===== src/rtl/adc_trigger_capture.sv =====
// Acquisition controller: decimated circular capture into the sample RAM with a
// hysteresis-qualified level trigger (or auto-trigger), frozen until the display has read it.
module adc_trigger_capture #(
  parameter int ADDR_W       = 11,
  parameter int PRE_SAMPLES  = 1024,
  parameter int HYST         = 4,
  parameter int AUTO_TIMEOUT = 0
) (
  input  logic              CLK_64MHZ,
  input  logic              MASTER_RST,
  input  logic [7:0]        ADC_DATA,
  input  logic [5:0]        TIME_BASE,
  input  logic [8:0]        TRIGGER_LEVEL,
  input  logic              TRIG_SLOPE,
  input  logic              VGA_WRITE_DONE,
  output logic              RAM_WE,
  output logic [ADDR_W-1:0] RAM_WADDR,
  output logic [7:0]        RAM_WDATA,
  output logic [ADDR_W-1:0] TRIG_ADDR,
  output logic              CAPTURE_DONE,
  output logic              ARMED,
  output logic [1:0]        fsm_state
);

  // RAM write port: RAM_WE qualifies RAM_WADDR/RAM_WDATA for exactly one cycle;
  // the RAM accepts every write, so there is no ready/back-pressure path.
  typedef enum logic [1:0] {
    S_FILL  = 2'd0,
    S_ARMED = 2'd1,
    S_POST  = 2'd2,
    S_DONE  = 2'd3
  } state_t;

  localparam logic [ADDR_W-1:0] PRE_LAST  = ADDR_W'(PRE_SAMPLES - 1);
  localparam logic [ADDR_W-1:0] POST_LAST = ADDR_W'((1 << ADDR_W) - PRE_SAMPLES - 2);
  localparam logic [9:0]        HYST_W    = 10'(HYST);
  localparam logic [31:0]       AUTO_LAST = 32'(AUTO_TIMEOUT - 1);
  localparam bit                AUTO_EN   = (AUTO_TIMEOUT != 0);

  state_t              state_q, state_d;
  logic [5:0]          div_cnt;
  logic [ADDR_W-1:0]   wptr;
  logic [ADDR_W-1:0]   pre_cnt;
  logic [ADDR_W-1:0]   post_cnt;
  logic [31:0]         auto_cnt;
  logic                qual;

  logic                strobe;
  logic                write_en;
  logic [9:0]          sample;
  logic [9:0]          level;
  logic [9:0]          lo_thr;
  logic [9:0]          hi_thr;
  logic                qual_hit;
  logic                cross_hit;
  logic                timeout;
  logic                trig;

  always_comb begin
    strobe    = (div_cnt == TIME_BASE);
    write_en  = strobe && (state_q != S_DONE);
    sample    = {2'b00, ADC_DATA};
    level     = {1'b0, TRIGGER_LEVEL};
    // Thresholds clamp to the 9-bit code range so a level near either rail stays usable.
    lo_thr    = (level > HYST_W) ? (level - HYST_W) : 10'd0;
    hi_thr    = ((level + HYST_W) > 10'd511) ? 10'd511 : (level + HYST_W);
    qual_hit  = TRIG_SLOPE ? (sample >= hi_thr) : (sample <= lo_thr);
    cross_hit = TRIG_SLOPE ? (sample <= level) : (sample >= level);
    timeout   = AUTO_EN && (auto_cnt == AUTO_LAST);
    trig      = strobe && (state_q == S_ARMED) && ((qual && cross_hit) || timeout);
    state_d   = state_q;
    case (state_q)
      S_FILL:  if (strobe && (pre_cnt == PRE_LAST)) state_d = S_ARMED;
      S_ARMED: if (trig) state_d = S_POST;
      S_POST:  if (strobe && (post_cnt == POST_LAST)) state_d = S_DONE;
      S_DONE:  if (VGA_WRITE_DONE) state_d = S_FILL;
      default: state_d = S_FILL;
    endcase
  end

  always_ff @(posedge CLK_64MHZ) begin
    if (MASTER_RST) begin
      state_q   <= S_FILL;
      div_cnt   <= '0;
      wptr      <= '0;
      pre_cnt   <= '0;
      post_cnt  <= '0;
      auto_cnt  <= '0;
      qual      <= 1'b0;
      RAM_WE    <= 1'b0;
      RAM_WADDR <= '0;
      RAM_WDATA <= '0;
      TRIG_ADDR <= '0;
    end else begin
      state_q <= state_d;
      // Natural 6-bit overflow lets a divider above a lowered TIME_BASE run to 63 and wrap.
      div_cnt <= strobe ? 6'd0 : (div_cnt + 6'd1);
      RAM_WE  <= write_en;
      if (write_en) begin
        RAM_WADDR <= wptr;
        RAM_WDATA <= ADC_DATA;
        wptr      <= wptr + ADDR_W'(1);
      end
      case (state_q)
        S_FILL: begin
          if (strobe) begin
            pre_cnt <= pre_cnt + ADDR_W'(1);
            if (pre_cnt == PRE_LAST) begin
              qual     <= 1'b0;
              auto_cnt <= '0;
            end
          end
        end
        S_ARMED: begin
          if (strobe) begin
            auto_cnt <= auto_cnt + 32'd1;
            if (trig) begin
              qual      <= 1'b0;
              TRIG_ADDR <= wptr;
              post_cnt  <= '0;
            end else if (qual_hit) begin
              qual <= 1'b1;
            end
          end
        end
        S_POST: begin
          if (strobe) post_cnt <= post_cnt + ADDR_W'(1);
        end
        S_DONE: begin
          if (VGA_WRITE_DONE) pre_cnt <= '0;
        end
        default: ;
      endcase
    end
  end

  assign ARMED        = (state_q == S_ARMED);
  assign CAPTURE_DONE = (state_q == S_DONE);
  assign fsm_state    = state_q;

endmodule


===== config.mk =====
export PLATFORM = sky130hd
export DESIGN_NAME = adc_trigger_capture
export DESIGN_NICKNAME = d
export VERILOG_FILES = /design/src/rtl/adc_trigger_capture.sv
export SDC_FILE = /design/constraint.sdc
export NUM_CORES = 1
export LEC_CHECK = 0
export CAP_MARGIN = 40
export CORE_MARGIN = 1
export CORE_UTILIZATION = 35
export DETAILED_ROUTE_END_ITERATION = 10
export PLACE_DENSITY = 0.68
export SLEW_MARGIN = 20
export SYNTH_ARGS = -nofsm -noshare
export SYNTH_HDL_FRONTEND = slang
export SYNTH_SLANG_ARGS = --single-unit
export TNS_END_PERCENT = 50

===== constraint.sdc =====
create_clock -name CLK_64MHZ -period 2.95 [get_ports CLK_64MHZ]
set_input_delay 0.885 -clock CLK_64MHZ [delete_from_list [all_inputs] [get_ports CLK_64MHZ]]
set_output_delay 0.885 -clock CLK_64MHZ [all_outputs]
set_load 0.05 [all_outputs]

# Yosys cells after proc, flatten, opt, wreduce, memory -nomap -nowiden
# Cells that the tools add are included.
word_totals:
  ramBits: 0
  mem_bits_ro: 0
  wordCells: 76
  latchBits: 0
  mem_count: 0
  register_bits: 73
  in_bits: 27
op_classes:
  bitwise_logic: 0
  div_mod_pow: 0
  multipliers: 0
  n_lt_le_gt_ge: 6
  n_shift: 0
  add_sub_neg: 6
  reduce_logical: 16
  eq_ne: 16
  n_mux: 22
op_table:
  columns: ["cell", "n"]
  rows:
  - ["$mux 11", 5]
  - ["$pmux 11 s2", 2]
  - ["$add 11x1->11 const B", 3]
  - ["$eq 11x10->1 const B", 2]
  - ["$mux 10", 2]
  - ["$ne 2x2->1 const B", 7]
  - ["$add 9x3->10 const B", 1]
  - ["$ge 8x10->1", 1]
  - ["$gt 10x9->1 const B", 1]
  - ["$le 8x10->1", 1]
  - ["$sub 9x3->10 const B", 1]
  - ["$ge 8x9->1", 1]
  - ["$gt 9x3->1 const B", 1]
  - ["$le 8x9->1", 1]
  - ["$mux 2", 4]
  - ["$pmux 2 s4", 1]
  - ["$reduce_and 4->1", 2]
  - ["$mux 1", 7]
  - ["$add 6x1->6 const B", 1]
  - ["$eq 6x6->1", 1]
  - ["$logic_and 1x1->1", 6]
  - ["$reduce_and 3->1", 2]
  - ["$reduce_bool 2->1", 3]
  - ["$reduce_and 5->1", 1]
  - ["other kinds (7)", 9]

# Logic depth before layout (Yosys ltp)
logic_depth:
  ltp_word: 9
  mapped_depth: 13

# Worst setup path after synthesis
# Ideal clock, no wire load.
synth_timing:
  path_type: "input-to-reg"
  startpoint: "input port TRIGGER_LEVEL[4]"
  endpoint: "register qual"
  setup_slack_ns: -0.218
  setup_ns: 0.133
  path_stages: 13
  n_path_buf: 2
  t_arrival_ns: 3.035
  path_cell_list: "clkbuf_1 -> nand3_1 -> nor3_1 -> and3_1 -> clkbuf_1 -> or2_2 -> ha_1 -> nand2b_1 -> a21o_1 -> a211oi_1 -> o21ai_0 -> a311oi_1 -> nor4_1"
synth_between:
  elab_chain_len: 7
  elab_cells_between_ends: 19
  cone_classes: "add/sub (2); order compare (6); eq/ne (1); mux (7); reduce/logical (3)"
synth_lines:
  columns: ["item", "line", "source"]
  rows:
  - ["start, declared", "13", "input logic [8:0] TRIGGER_LEVEL,"]
  - ["$add 9x3->10 (tied with other cells)", "66", "hi_thr = ((level + HYST_W) > 10'd511) ? 10'd511 : (level + HYST_W);"]
  - ["$gt 10x9->1 / $mux 1 (equally long branches)", "66, 68", null]
  - ["$mux 10 / $logic_and 1x1->1 (equally long branches)", "66, 70", null]
  - ["$ge 8x10->1 / $logic_and 1x1->1 (equally long branches)", "67, 70", null]
  - ["$mux 1, on equally long branches", "67, 117", null]
  - ["$ne 3x1->1 (no line) / $mux 1 (equally long branches)", null, null]
  - ["$reduce_and 5->1 (no line) / $pmux 1 s2 (equally long branches)", null, null]
  - ["end signal, assigned", "89", "qual <= 1'b0;"]
  - ["end signal, assigned", "109", "qual <= 1'b0;"]
  - ["end signal, assigned", "118", "qual <= 1'b0;"]
  - ["end, declared", "46", "logic qual;"]
# Parallel ways exist; a longest one is shown, timed or not. The select of a mux whose other input is x is not followed.
# A chain may end at the register's enable or synchronous reset.

# Final worst setup path
layout_timing:
  startpoint: "input port ADC_DATA[5]"
  endpoint: "register post_cnt[1]"
layout_between:
  elab_chain_len: 6
  elab_cells_between_ends: 7
  cone_classes: "order compare (2); eq/ne (1); mux (1); reduce/logical (3)"
layout_lines:
  columns: ["item", "line", "source"]
  rows:
  - ["start, declared", "11", "input logic [7:0] ADC_DATA,"]
  - ["$ge 8x9->1 / $le 8x9->1 (equally long branches)", "68", "cross_hit = TRIG_SLOPE ? (sample <= level) : (sample >= level);"]
  - ["$mux 1 (*)", "68", null]
  - ["$logic_and 1x1->1 (*) (2 in a row)", "70", "trig = strobe && (state_q == S_ARMED) && ((qual && cross_hit) || timeout);"]
  - ["$ne 2x1->1 (no line) (*)", null, null]
  - ["$reduce_and 4->1 (no line) (*)", null, null]
  - ["end signal, assigned", "127", "if (strobe) post_cnt <= post_cnt + ADDR_W'(1);"]
  - ["end, declared", "44", "logic [ADDR_W-1:0] post_cnt;"]
# Mark *: on every way between the ends. The rest lies on a longest branch, timed or not.

==> metrics.cfg <==
[critical_path]
critPathBufInv = 2
max_stage_delay_ps = 490
worstSetupStartpointType = primary input
arrival_ps = 3080
crit_path_cell_trace = clkdlybuf4s50_1, ha_1, a211oi_1, or3_4, and2_4, a211o_4, buf_4, a22o_1, mux2i_1
r2r_setup_slack_ps = 650
critPathKind = primary input to flip-flop
r2r_end = post_cnt[2]$_SDFFE_PP0P_
path_delay_family = compound AO/OA/AOI/OAI gates
crit_fanout = 5
worst-path-stages = 9
slowest_stage = clkdlybuf4s50_1
cp.required_ps = 3160
end_kind = flip-flop
timing.rr.start = fsm_state[0]$_SDFFE_PP0P_
rr_worst_depth = 7

[cts]
clock_path_buffers = 2
cts_tree = built
clk_latency_ps = 330
clk_pin_slew_worst_paths_ps = 60
htree_num_levels = 3
cts.sinks = 73
root_buffer = clkbuf_16
cts_buffers = 9
cts.hold.buffers_added = 0

[cells_and_area]
nNetsFinal = 702
utilization_pct = 48.7
fillerInstances = 1093
drive_gt1_share_pct = 15.9
antenna_cells = 0
syn2layout_area_growth_pct = 34.9

[synthesis]
synth.area.top_cells = dfxtp_1, ha_1, nand2_1
syn-num-nets = 604
synth_top_area_share_pct = 33.6
yosysWarnings = 0
async_flop_share_pct = 0
netlist_instances = 540
synth_cell_types = 54
synth-seq-area-share_pct = 33.6
syn_area_sq_mm = 0.00435
ys_ff_latch = 73
synth-edff-count = 0
syn_area_per_cell_sq_um = 8.05
ys.flop_type = dfxtp_1
synth_top_cell_by_area = dfxtp_1

[global_route]
grt_overflow = 0
grt_max_degree = 44
grt_pass1_wl_mm = 19.6
grt_pass1_vias = 4274
antenna_found_initial = 0
grt.total_usage_pct = 18.6

[timing]
setup_viol = 0
tns_ps = 0
skew_ps = 8.10
fmax_ghz = 0.348
hold_viol_final = 0
min_period_over_period_pct = 97.4
relSlewSlack_pct = 62.7
min_period_ps = 2870
hold_ws_ps = 456
worstMarginPinSlew_ps = 552
slew_violations = 0

[power]
peakVddDrop_mv = 0.306
leakagePower_nw = 2.21
p_total_mw = 2.39
power.density_mw_per_mm2 = 407

[placed_design]
port_buffers = 61
dp_hpwl_mm = 8.56
gp_congestion = 0.900

[hold_path]
holdCritStartpoint = RAM_WDATA[0]$_SDFFE_PP0P_
min_path_type = flip-flop to flip-flop
hold_end = RAM_WDATA[0]$_SDFFE_PP0P_
hold_depth = 2

[floorplanning]
row_count = 40
start_util_pct = 36.1
die_area_sq_mm = 0.0129
fp.dieW_um = 113
boundaryPins = 62
die_y_um = 113
core_region_area_sq_mm = 0.0121

[routing]
dr.pass1.iters = 5
vias = 4281
wirelength_mm = 11.4
via_per_inst = 5.28
drc = 0
ant_nets = 0
wl_per_cell_um = 14.1
dr.first_iter.drc_count = 358

[outcome]
status = finished clean

[job]
drv_cap = 0

[synthesized netlist by cell type, types with 6 or more instances]
master / number
a32o_1: 9
nand2_1: 72
nand3_1: 32
a211oi_1: 7
dfxtp_1: 73
a21o_1: 6
a21oi_1: 41
nand2b_1: 6
xor2_1: 14
clkbuf_1: 20
xnor2_1: 21
nor2_1: 43
nor3_1: 12
nor4_1: 7
inv_1: 21
nand4_1: 13
o21ai_0: 23
ha_1: 37
and3_1: 13
[cell families after synthesis]
group                    count (synthesis)  share of synthesized area, %
adder cells (fa/ha/maj)                 37                          10.6
AO/OA/AOI/OAI                          119                          17.9
buffers and inverters                   47                          4.37
flip-flops                              73                          33.6
AND/OR/NAND/NOR                        224                          25.3
multiplexers                             5                          1.15
XOR/XNOR                                35                          7.05
[cell type report]
cell class / count / area, sq um / area share (%)
clock buffer: 10 / 229 / 3.90
timing repair buffer: 112 / 991 / 16.9
multi-input combinational: 421 / 2830 / 48.2
inverter: 21 / 78.8 / 1.34
clock inverter: 6 / 67.6 / 1.15
sequential: 73 / 1460 / 24.9
tap: 168 / 210 / 3.58
[how the worst max path moves through the flow]
stage / end / startpoint / slack [ps]
final: post_cnt[1]$_SDFFE_PP0P_ / ADC_DATA[5] / 80
after detailed placement: TRIG_ADDR[7]$_SDFFE_PP0P_ / TRIGGER_LEVEL[2] / -570
after floorplan: qual$_SDFFE_PP0P_ / TRIGGER_LEVEL[4] / 20
after global placement: TRIG_ADDR[0]$_SDFFE_PP0P_ / TRIGGER_LEVEL[2] / -480
after CTS: qual$_SDFFE_PP0P_ / TRIGGER_LEVEL[7] / 5
after global routing: qual$_SDFFE_PP0P_ / TRIGGER_LEVEL[8] / -10
[worst min-delay path, stage by stage (launching register included)]
cell     delay, ps
dfxtp_1        310
nand2_1         50
a21oi_1         50
[where the power goes]
part | leakage [nW] | internal (mW) | switching, mW
Sequential | 0.588 | 0.992 | 0.00571
Combinational | 1.48 | 0.149 | 0.165
Clock | 0.139 | 0.657 | 0.419
Total | 2.21 | 1.80 | 0.590
[flip-flops by register name, summed over array words and instances (netlist names)]
| register | cells |
|---|---|
| div_cnt | 6 |
| pre_cnt | 11 |
| TRIG_ADDR | 11 |
| post_cnt | 11 |
| RAM_WDATA | 8 |
| qual | 1 |
| RAM_WE | 1 |
| fsm_state | 2 |
| wptr | 11 |
| RAM_WADDR | 11 |
[layout by cell type, fill, tap and decap left out, drive strengths merged, types with 4 or more instances in the layout]
cell type,n
nor3,13
and2,4
buf,53
o21ai,24
nand2,72
nor4,8
xor2,14
a21o,6
clkbuf,10
a32oi,5
inv,22
nand2b,6
a21oi,41
dfxtp,73
or2,4
mux2i,5
dlygate4sd2,5
clkdlybuf4s50,50
a31oi,4
ha,37
nor2,44
a2111oi,5
nand3,32
a32o,10
a211oi,7
nand4,13
and3,13
xnor2,21
[timing repair]
action | 4_1_cts | 5_1_grt
buffers inserted | 1 | 0
gates resized for setup | 17 | 20
gates cloned | 1 | 0
endpoints found under the setup margin | 26 | 25
pin swaps | 8 | 9
[metrics by stage]
step / std cells / area [sq um] / setup slack [ps]
2_1_floorplan: 540 / 4380 / 18.3
3_3_place_gp: 793 / 5440 / -483
3_5_place_dp: 793 / 5440 / -571
4_1_cts: 811 / 5790 / 4.65
5_1_grt: 811 / 5870 / -9.84
6_report: 811 / 5870 / 76.6
[metal layers]
metal	share of wire, %	track usage (%)	vias to the layer above
li1	-	-	2147
met1	46	23.8	2000
met2	48	31.3	115
met3	4.5	4.41	19
met4	2.0	5.26	0
met5	0	0	-
(Power assumes the default switching activity.)
